$ cat src/rtl/alu_arbiter.sv
// Two-requester round-robin front end for the shared ALu: accepts one operation,
// runs it through the embedded ALu and returns a registered, tagged result.

module ALu #(
  parameter int n = 8
) (
  input  logic [n-1:0] A,
  input  logic [n-1:0] B,
  input  logic [2:0]   OpCode,
  output logic [n-1:0] Result,
  output logic         C_out,
  output logic         C_flag,
  output logic         Z_flag
);
  logic [n:0] r;

  // NOTE: every variable written in always_comb gets a default first, so no path leaves it unassigned and no latch is inferred.
  always_comb begin
    r = '0;
    case (OpCode)
      3'b000: r = {1'b0, A} + {1'b0, B};
      3'b001: r = {1'b0, A} - {1'b0, B};
      3'b010: r = {1'b0, A & B};
      3'b011: r = {1'b0, A | B};
      3'b100: r = {1'b0, A ^ B};
      3'b101: r = {{n{1'b0}}, (A > B)};
      3'b110: r = {A, 1'b0};
      3'b111: r = {B, 1'b0};
      default: r = '0;
    endcase
  end

  assign Result = r[n-1:0];
  assign C_out  = r[n];
  assign C_flag = (A > B);
  assign Z_flag = (r[n-1:0] == '0);
endmodule

module alu_arbiter #(
  parameter int n = 8
) (
  input  logic         clk,
  input  logic         rst_n,
  input  logic         req0_valid,
  input  logic         req1_valid,
  output logic         req0_ready,
  output logic         req1_ready,
  input  logic [n-1:0] req0_A,
  input  logic [n-1:0] req0_B,
  input  logic [n-1:0] req1_A,
  input  logic [n-1:0] req1_B,
  input  logic [2:0]   req0_OpCode,
  input  logic [2:0]   req1_OpCode,
  output logic         rsp_valid,
  input  logic         rsp_ready,
  output logic         rsp_id,
  output logic [n-1:0] Result,
  output logic         Z_flag,
  output logic         C_flag,
  output logic         C_out
);
  typedef enum logic [1:0] {IDLE, EXEC, RESP} state_t;

  state_t state_q, state_d;

  logic         last_grant_q;
  logic [n-1:0] a_q, b_q;
  logic [2:0]   op_q;
  logic         id_q;
  logic         rsp_valid_q, rsp_id_q;
  logic [n-1:0] result_q;
  logic         z_q, cflag_q, cout_q;

  logic         grant_id, accept;
  logic [n-1:0] alu_result;
  logic         alu_cout, alu_cflag, alu_z;

  ALu #(.n(n)) u_alu (
    .A      (a_q),
    .B      (b_q),
    .OpCode (op_q),
    .Result (alu_result),
    .C_out  (alu_cout),
    .C_flag (alu_cflag),
    .Z_flag (alu_z)
  );

  // NOTE: sequential state uses non-blocking (<=) so all registers update from pre-edge values.
  always_ff @(posedge clk or negedge rst_n) begin
    if (!rst_n) state_q <= IDLE;
    else        state_q <= state_d;
  end

  always_comb begin
    state_d = state_q;
    case (state_q)
      IDLE:    if (req0_valid || req1_valid) state_d = EXEC;
      EXEC:    state_d = RESP;
      RESP:    if (rsp_ready) state_d = IDLE;
      default: state_d = IDLE;
    endcase
  end

  // On a tie the requester that did not win last time is granted.
  always_comb begin
    grant_id   = req0_valid ? (req1_valid ? ~last_grant_q : 1'b0) : 1'b1;
    accept     = rst_n && (state_q == IDLE) && (req0_valid || req1_valid);
    req0_ready = accept && !grant_id;
    req1_ready = accept &&  grant_id;
  end

  // NOTE: datapath registers are reset too, so the response port reads all-zero after reset.
  always_ff @(posedge clk or negedge rst_n) begin
    if (!rst_n) begin
      last_grant_q <= 1'b1;
      a_q          <= '0;
      b_q          <= '0;
      op_q         <= '0;
      id_q         <= 1'b0;
      rsp_valid_q  <= 1'b0;
      rsp_id_q     <= 1'b0;
      result_q     <= '0;
      z_q          <= 1'b0;
      cflag_q      <= 1'b0;
      cout_q       <= 1'b0;
    end else begin
      if (accept) begin
        a_q          <= grant_id ? req1_A : req0_A;
        b_q          <= grant_id ? req1_B : req0_B;
        op_q         <= grant_id ? req1_OpCode : req0_OpCode;
        id_q         <= grant_id;
        last_grant_q <= grant_id;
      end
      if (state_q == EXEC) begin
        result_q    <= alu_result;
        z_q         <= alu_z;
        cflag_q     <= alu_cflag;
        cout_q      <= alu_cout;
        rsp_id_q    <= id_q;
        rsp_valid_q <= 1'b1;
      end else if (state_q == RESP && rsp_ready) begin
        rsp_valid_q <= 1'b0;
      end
    end
  end

  assign rsp_valid = rsp_valid_q;
  assign rsp_id    = rsp_id_q;
  assign Result    = result_q;
  assign Z_flag    = z_q;
  assign C_flag    = cflag_q;
  assign C_out     = cout_q;
endmodule

$ cat config.mk
export PLATFORM = sky130hd
export DESIGN_NAME = alu_arbiter
export DESIGN_NICKNAME = d
export VERILOG_FILES = /design/src/rtl/alu_arbiter.sv
export SDC_FILE = /design/constraint.sdc
export NUM_CORES = 1
export LEC_CHECK = 0
export BUFFER_PORTS_ARGS = -buffer_cell sky130_fd_sc_hd__buf_4
export CAP_MARGIN = 20
export CORE_MARGIN = 2
export CORE_UTILIZATION = 50
export CTS_BUF_LIST = sky130_fd_sc_hd__clkbuf_4
export DETAILED_ROUTE_END_ITERATION = 6
export HOLD_SLACK_MARGIN = 0.06
export PLACE_DENSITY_LB_ADDON = 0.3
export SYNTH_ARGS = -nofsm -noshare
export SYNTH_HDL_FRONTEND = slang
export SYNTH_SLANG_ARGS = --single-unit
$ cat constraint.sdc
create_clock -name clk -period 2.9 [get_ports clk]
set_clock_uncertainty 0.2 [all_clocks]
set_input_delay 0.29 -clock clk [delete_from_list [all_inputs] [get_ports clk]]
set_output_delay 0.29 -clock clk [all_outputs]
set_load 0.1 [all_outputs]
## After elaboration in Yosys (flattened, before gate mapping)

Index checks and enable logic that the tools add are counted.

| cells by class | value |
|---|---|
| add/sub/neg operators | 2 |
| multiply operators | 0 |
| div/mod/pow operators | 0 |
| order comparisons | 1 |
| equality and inequality tests | 11 |
| shift operators | 0 |
| muxes and demuxes | 11 |
| bitwise logic cells | 4 |
| reductions and logical operators | 12 |

Operators with widths:

| kind | count |
|---|---|
| 9-bit case mux with 8 select lines | 1 |
| 8-bit two-way mux | 2 |
| 3-bit == test, second input constant | 4 |
| 8-bit by 8-bit adder with 9-bit output | 1 |
| 8-bit by 8-bit subtractor with 9-bit output | 1 |
| 8-bit bitwise AND | 1 |
| 8-bit greater-than comparator | 1 |
| 8-bit zero test | 1 |
| 8-bit OR | 1 |
| 8-bit XOR | 1 |
| 3-bit by 2-bit == test with 1-bit output, second input constant | 2 |
| 2-bit case mux with 3 select lines | 1 |
| 1-bit logical AND | 5 |
| 1-bit two-way mux | 4 |
| 2-bit two-way mux | 2 |
| 3-bit by 1-bit == test with 1-bit output, second input constant | 1 |
| 3-bit zero test | 1 |
| 3-bit two-way mux | 1 |
| 2-bit by 1-bit == test with 1-bit output, second input constant | 1 |
| 2-bit == test, second input constant | 1 |
| 2-bit zero test | 1 |
| 2-bit by 1-bit != test with 1-bit output, second input constant | 1 |
| 2-bit != test, second input constant | 1 |
| 2-bit AND reduction | 1 |
| 4 further kinds | 4 |

| word-level totals | value |
|---|---|
| register bits | 36 |
| bits in latches | 0 |
| bits in writable memories | 0 |
| ROM bits | 0 |
| input port bits | 43 |
| output and inout port bits | 15 |
| logic and storage cells | 53 |
| memories | 0 |

## Longest topological paths before layout

| depth | value |
|---|---|
| depth in word-level cells | 5 |
| depth in mapped cells | 11 |
| mapped depth without buffers | 11 |

## Cells and area by module

Synthesis repeated with hierarchy kept, for this count alone.

| second synthesis, totals | value |
|---|---|
| cell total of the unflattened synthesis | 322 |
| area, all modules | 3000.4 sq um |

Modules (own cells, without submodules):

| module | instances | cells each | area each (sq um) | seq. area each (sq um) |
|---|---|---|---|---|
| alu_arbiter | 1 | 115 | 1569.0 | 902.1 |
| ALu | 1 | 207 | 1431.4 | 0.0 |

## Least setup slack after synthesis

No wires, ideal clock.

| timing path | value |
|---|---|
| kind | flip-flop to output port |
| start | register last_grant_q |
| end | output req0_ready |
| data arrival time | 2.240 ns |
| required time | 2.410 ns |
| slack | 0.170 ns |
| cell stages (with the launch flop) | 4 |
| path buffers | 1 |
| cells stage by stage | dfstp_2 -> o21ai_1 -> buf_1 -> nor2_1 |

| on the way | value |
|---|---|
| longest elaborated chain between the ends | 5 |

RTL lines:

| what | RTL line | text |
|---|---|---|
| from (decl) | 66 | `logic last_grant_q;` |
| from (signal assigned) | 132 | `last_grant_q <= grant_id;` |
| 1-bit inverter | 106 | `grant_id = req0_valid ? (req1_valid ? ~last_grant_q : 1'b0) : 1'b1;` |
| 1-bit two-way mux (2 in series) | 106 |  |
| 1-bit zero test | 108 | `req0_ready = accept && !grant_id;` |
| 1-bit logical AND | 108 |  |
| to (decl) | 46 | `output logic req0_ready,` |

Every way passes these cells.

## Final worst setup path

| timing path | value |
|---|---|
| start | register a_q[0] |
| end | register z_q (netlist: Z_flag) |

| on the way | value |
|---|---|
| longest elaborated chain between the ends | 3 |
| elaborated cells on any way between the ends | 8 |
| those cells by class | add/sub (2); order compare (1); mux (1); bitwise (3); reduce/logical (1) |

RTL lines:

| what | RTL line | text |
|---|---|---|
| from (decl) | 67 | `logic [n-1:0] a_q, b_q;` |
| from (signal assigned) | 128 | `a_q <= grant_id ? req1_A : req0_A;` |
| 8-bit by 8-bit subtractor with 9-bit output (tied with other cells) | 22 | `3'b001: r = {1'b0, A} - {1'b0, B};` |
| 9-bit case mux with 8 select lines * | 20 | `case (OpCode)` |
| 8-bit zero test * | 36 | `assign Z_flag = (r[n-1:0] == '0);` |
| to (signal assigned) | 136 | `z_q <= alu_z;` |
| to (decl) | 72 | `logic z_q, cflag_q, cout_q;` |

Every way passes the cells marked *; elsewhere a longest branch is shown, timed or not.
A chain may end at the register's enable or synchronous reset.

==> impl_metrics.ini <==
[grt]
grt_remaining_overflow = 0
grt_antenna_before_repair = 0
grt_usage_pct = 23.6
grt_pass1_wl_um = 11500
grt_pass1_vias = 2442
grt_max_degree = 41

[sta]
max_freq_mhz = 363
period_minus_slack_ns = 2.76
hold_violations = 0
fin_crit_sh_pct = 95.1
fin_ws_ns = 0.143
rsz0062_at_grt = false
worst_pin_slew_ns = 0.650
setup_tns_ns = 0
maxSlewHeadroom_pct = 56.6
finalSetupViolCount = 0
slew_viol_final = 0

[drt]
route.vias.total = 2656
viasPerCell = 5.49
wl_per_cell_um = 14.7
route.detailed.drc = 0
drt-initial-drc-count = 212
firstDrtPassIters = 4
ant_nets = 0
wirelength_um = 7120

[placement]
dp_worst_setup_slack_ns = 0.0538
port_buffers = 57
hpwlAfterDp_um = 5050
gp_congestion = 0.899

[yosys]
synth_top_cell_area_share_pct = 31.1
synthSimpleGateAreaFrac_pct = 14.4
yosysTopAreaCell = dfrtp_1
ys_seq_elements = 36
synth_nets = 390
synth.yosys.seq_area_share_pct = 32.0
syn_avg_cell_area_um2 = 8.77
synth-main-ff-cell = dfrtp_1
syn_inst = 321
synthXorXnorAreaFrac_pct = 2.49
syn-cell-area_um2 = 2820
synth.top_cells.by_area = dfrtp_1 31%, ha_1 11%, mux2i_1 7.1%
muxShareOfSynthArea_pct = 9.51
yosysWarnings = 0
synthDistinctLibCells = 59
synth-edff-count = 0
async_reset_ff_share_pct = 100
synth-adder-area-share_pct = 12.1
synth-compound-area-share_pct = 21.5
synth_top_family_by_area = compound AO/OA/AOI/OAI gates

[layout]
most-common-layout-cells = 66 x buf_4, 38 x nand2_1, 36 x o21ai_0, 36 x dlygate4sd3_1, 35 x dfrtp_1
fin_util_pct = 67.9
antenna_cells = 0
layout_commonest_cell = buf_4
drive_gt1_share_pct = 21.4
fin_nets = 480
area_delta_synth_final_pct = 32.1

[worst_setup_path]
reg2reg_slack_ns = 0.14
r2r_start = a_q[0]$_DFFE_PN0P_
critPathCaptureType = register
critPathLaunchType = register
worstSetupPathType = reg -> reg
path_max_fanout = 3
rr_worst_depth = 11
required_ns = 2.96
r2r-end = Z_flag$_DFFE_PN0P_
critical_path_arrival_ns = 2.81

[floorplan]
coreArea_um2 = 5470
dieHeight_um = 79.0
start_util_pct = 51.4
num_rows = 27
die_w_um = 79.0
ios = 58
die_area_um2 = 6250

[cts]
cts_setup_buffers = 0
clk_pin_slew_ns = 0.12
clock_latency_ns = 0.35
clock-root-buffer = clkbuf_4
cts-buffers-inserted = 5
cts_sinks = 36
htreeDepth = 2
cts_tree = done
cts_buffer_depth = 2

[worst_hold_path]
whs_path_depth = 3
min_path_type = in -> reg
min-delay-start = req0_OpCode[1]
min_to = op_q[1]$_DFFE_PN0P_

[power]
vdd_drop_max_v = 0.000598
p_per_area_nw_per_um2 = 1240
power.total_mw = 4.62
p_leak_nw = 1.81

[run]
cap_violations = 0

[status]
status = finished, final reports clean
-- cells in the mapped netlist (3+ instances only) --
| library cell | instances |
|---|---|
| nand2_1 | 38 |
| o21ai_0 | 37 |
| dfrtp_1 | 35 |
| inv_1 | 32 |
| ha_1 | 24 |
| mux2i_1 | 20 |
| a21oi_1 | 13 |
| nor2_1 | 12 |
| clkbuf_1 | 10 |
| nor2b_1 | 7 |
| xnor2_1 | 7 |
| nand2b_1 | 6 |
| nand3_1 | 6 |
| o22ai_1 | 5 |
| a21o_1 | 3 |
| a2bb2oi_1 | 3 |
| buf_6 | 3 |
| nand4_1 | 3 |
| nor3_1 | 3 |
| o221ai_1 | 3 |
-- what timing repair did --
item / 4_1_cts / 5_1_grt
gates resized for setup: 0 / 5
setup endpoints to repair: 0 / 3
hold endpoints to repair: 54 / 0
hold buffers: 36 / 0
-- per-layer routing --
metal  up-vias  share of wire, %  global-route usage [%]
li1       1311                 -                       -
met1      1259                45                    31.6
met2        79                50                    40.3
met3         7               4.4                    4.09
met4         0               1.0                    5.17
met5         -                 0                       0
-- cells by family after synthesis --
family	count (synthesis)
mux	24
simple gates	85
flops	36
xor+xnor	8
fa+ha+maj	26
buf+inv	51
compound gates	91
-- per-stage QoR --
step / instance area, um2 / hold WS (ns) / instances
5_1_grt: 3720 / 0.0751 / 484
3_5_place_dp: 3300 / -0.0874 / 440
4_1_cts: 3710 / 0.0677 / 484
3_3_place_gp: 3300 / -0.0887 / 440
6_report: 3720 / 0.0691 / 484
2_1_floorplan: 2820 / -0.206 / 321
-- registers in the layout (all words and copies together), names as in the netlist --
name	flops
C_flag	1
C_out	1
rsp_valid	1
Z_flag	1
id_q	1
rsp_id	1
b_q	8
last_grant_q	1
state_q	2
a_q	8
Result	8
op_q	3
-- worst max-delay path by stage --
stage / from / endpoint / slack (ns)
finish: a_q[0]$_DFFE_PN0P_ / Z_flag$_DFFE_PN0P_ / 0.14
global route: a_q[0]$_DFFE_PN0P_ / Z_flag$_DFFE_PN0P_ / 0.006
CTS: a_q[0]$_DFFE_PN0P_ / Z_flag$_DFFE_PN0P_ / 0.03
detailed placement: a_q[0]$_DFFE_PN0P_ / Z_flag$_DFFE_PN0P_ / 0.05
global placement: a_q[0]$_DFFE_PN0P_ / Z_flag$_DFFE_PN0P_ / 0.12
floorplan: last_grant_q$_DFFE_PN1P_ / req0_ready / 0.17
-- critical path, cell delays in order (launching register included) --
cell	delay [ns]
dfrtp_1	0.42
inv_2	0.08
ha_2	0.18
inv_1	0.05
fa_2	0.33
nor2b_2	0.17
o22a_1	0.21
a221o_1	0.35
a2bb2oi_1	0.14
a2bb2oi_1	0.16
o21ai_1	0.10
a32o_1	0.26
-- where the power goes --
part / switching, mW / leakage, nW / total (mW) / internal, mW
sequential: 0.300 / 0.445 / 1.04 / 0.737
clock: 0.174 / 0.0324 / 0.263 / 0.0889
combinational: 2.02 / 1.33 / 3.31 / 1.30
-- cell type report --
cell class / count / area, um2
clock inverter: 3 / 13.8
multi-input combinational: 234 / 1700
sequential: 36 / 902
timing repair buffer: 102 / 856
tap: 72 / 90.1
clock buffer: 5 / 37.5
fill: 454 / 1750
inverter: 32 / 120
Power figures use the tool's default switching activity.
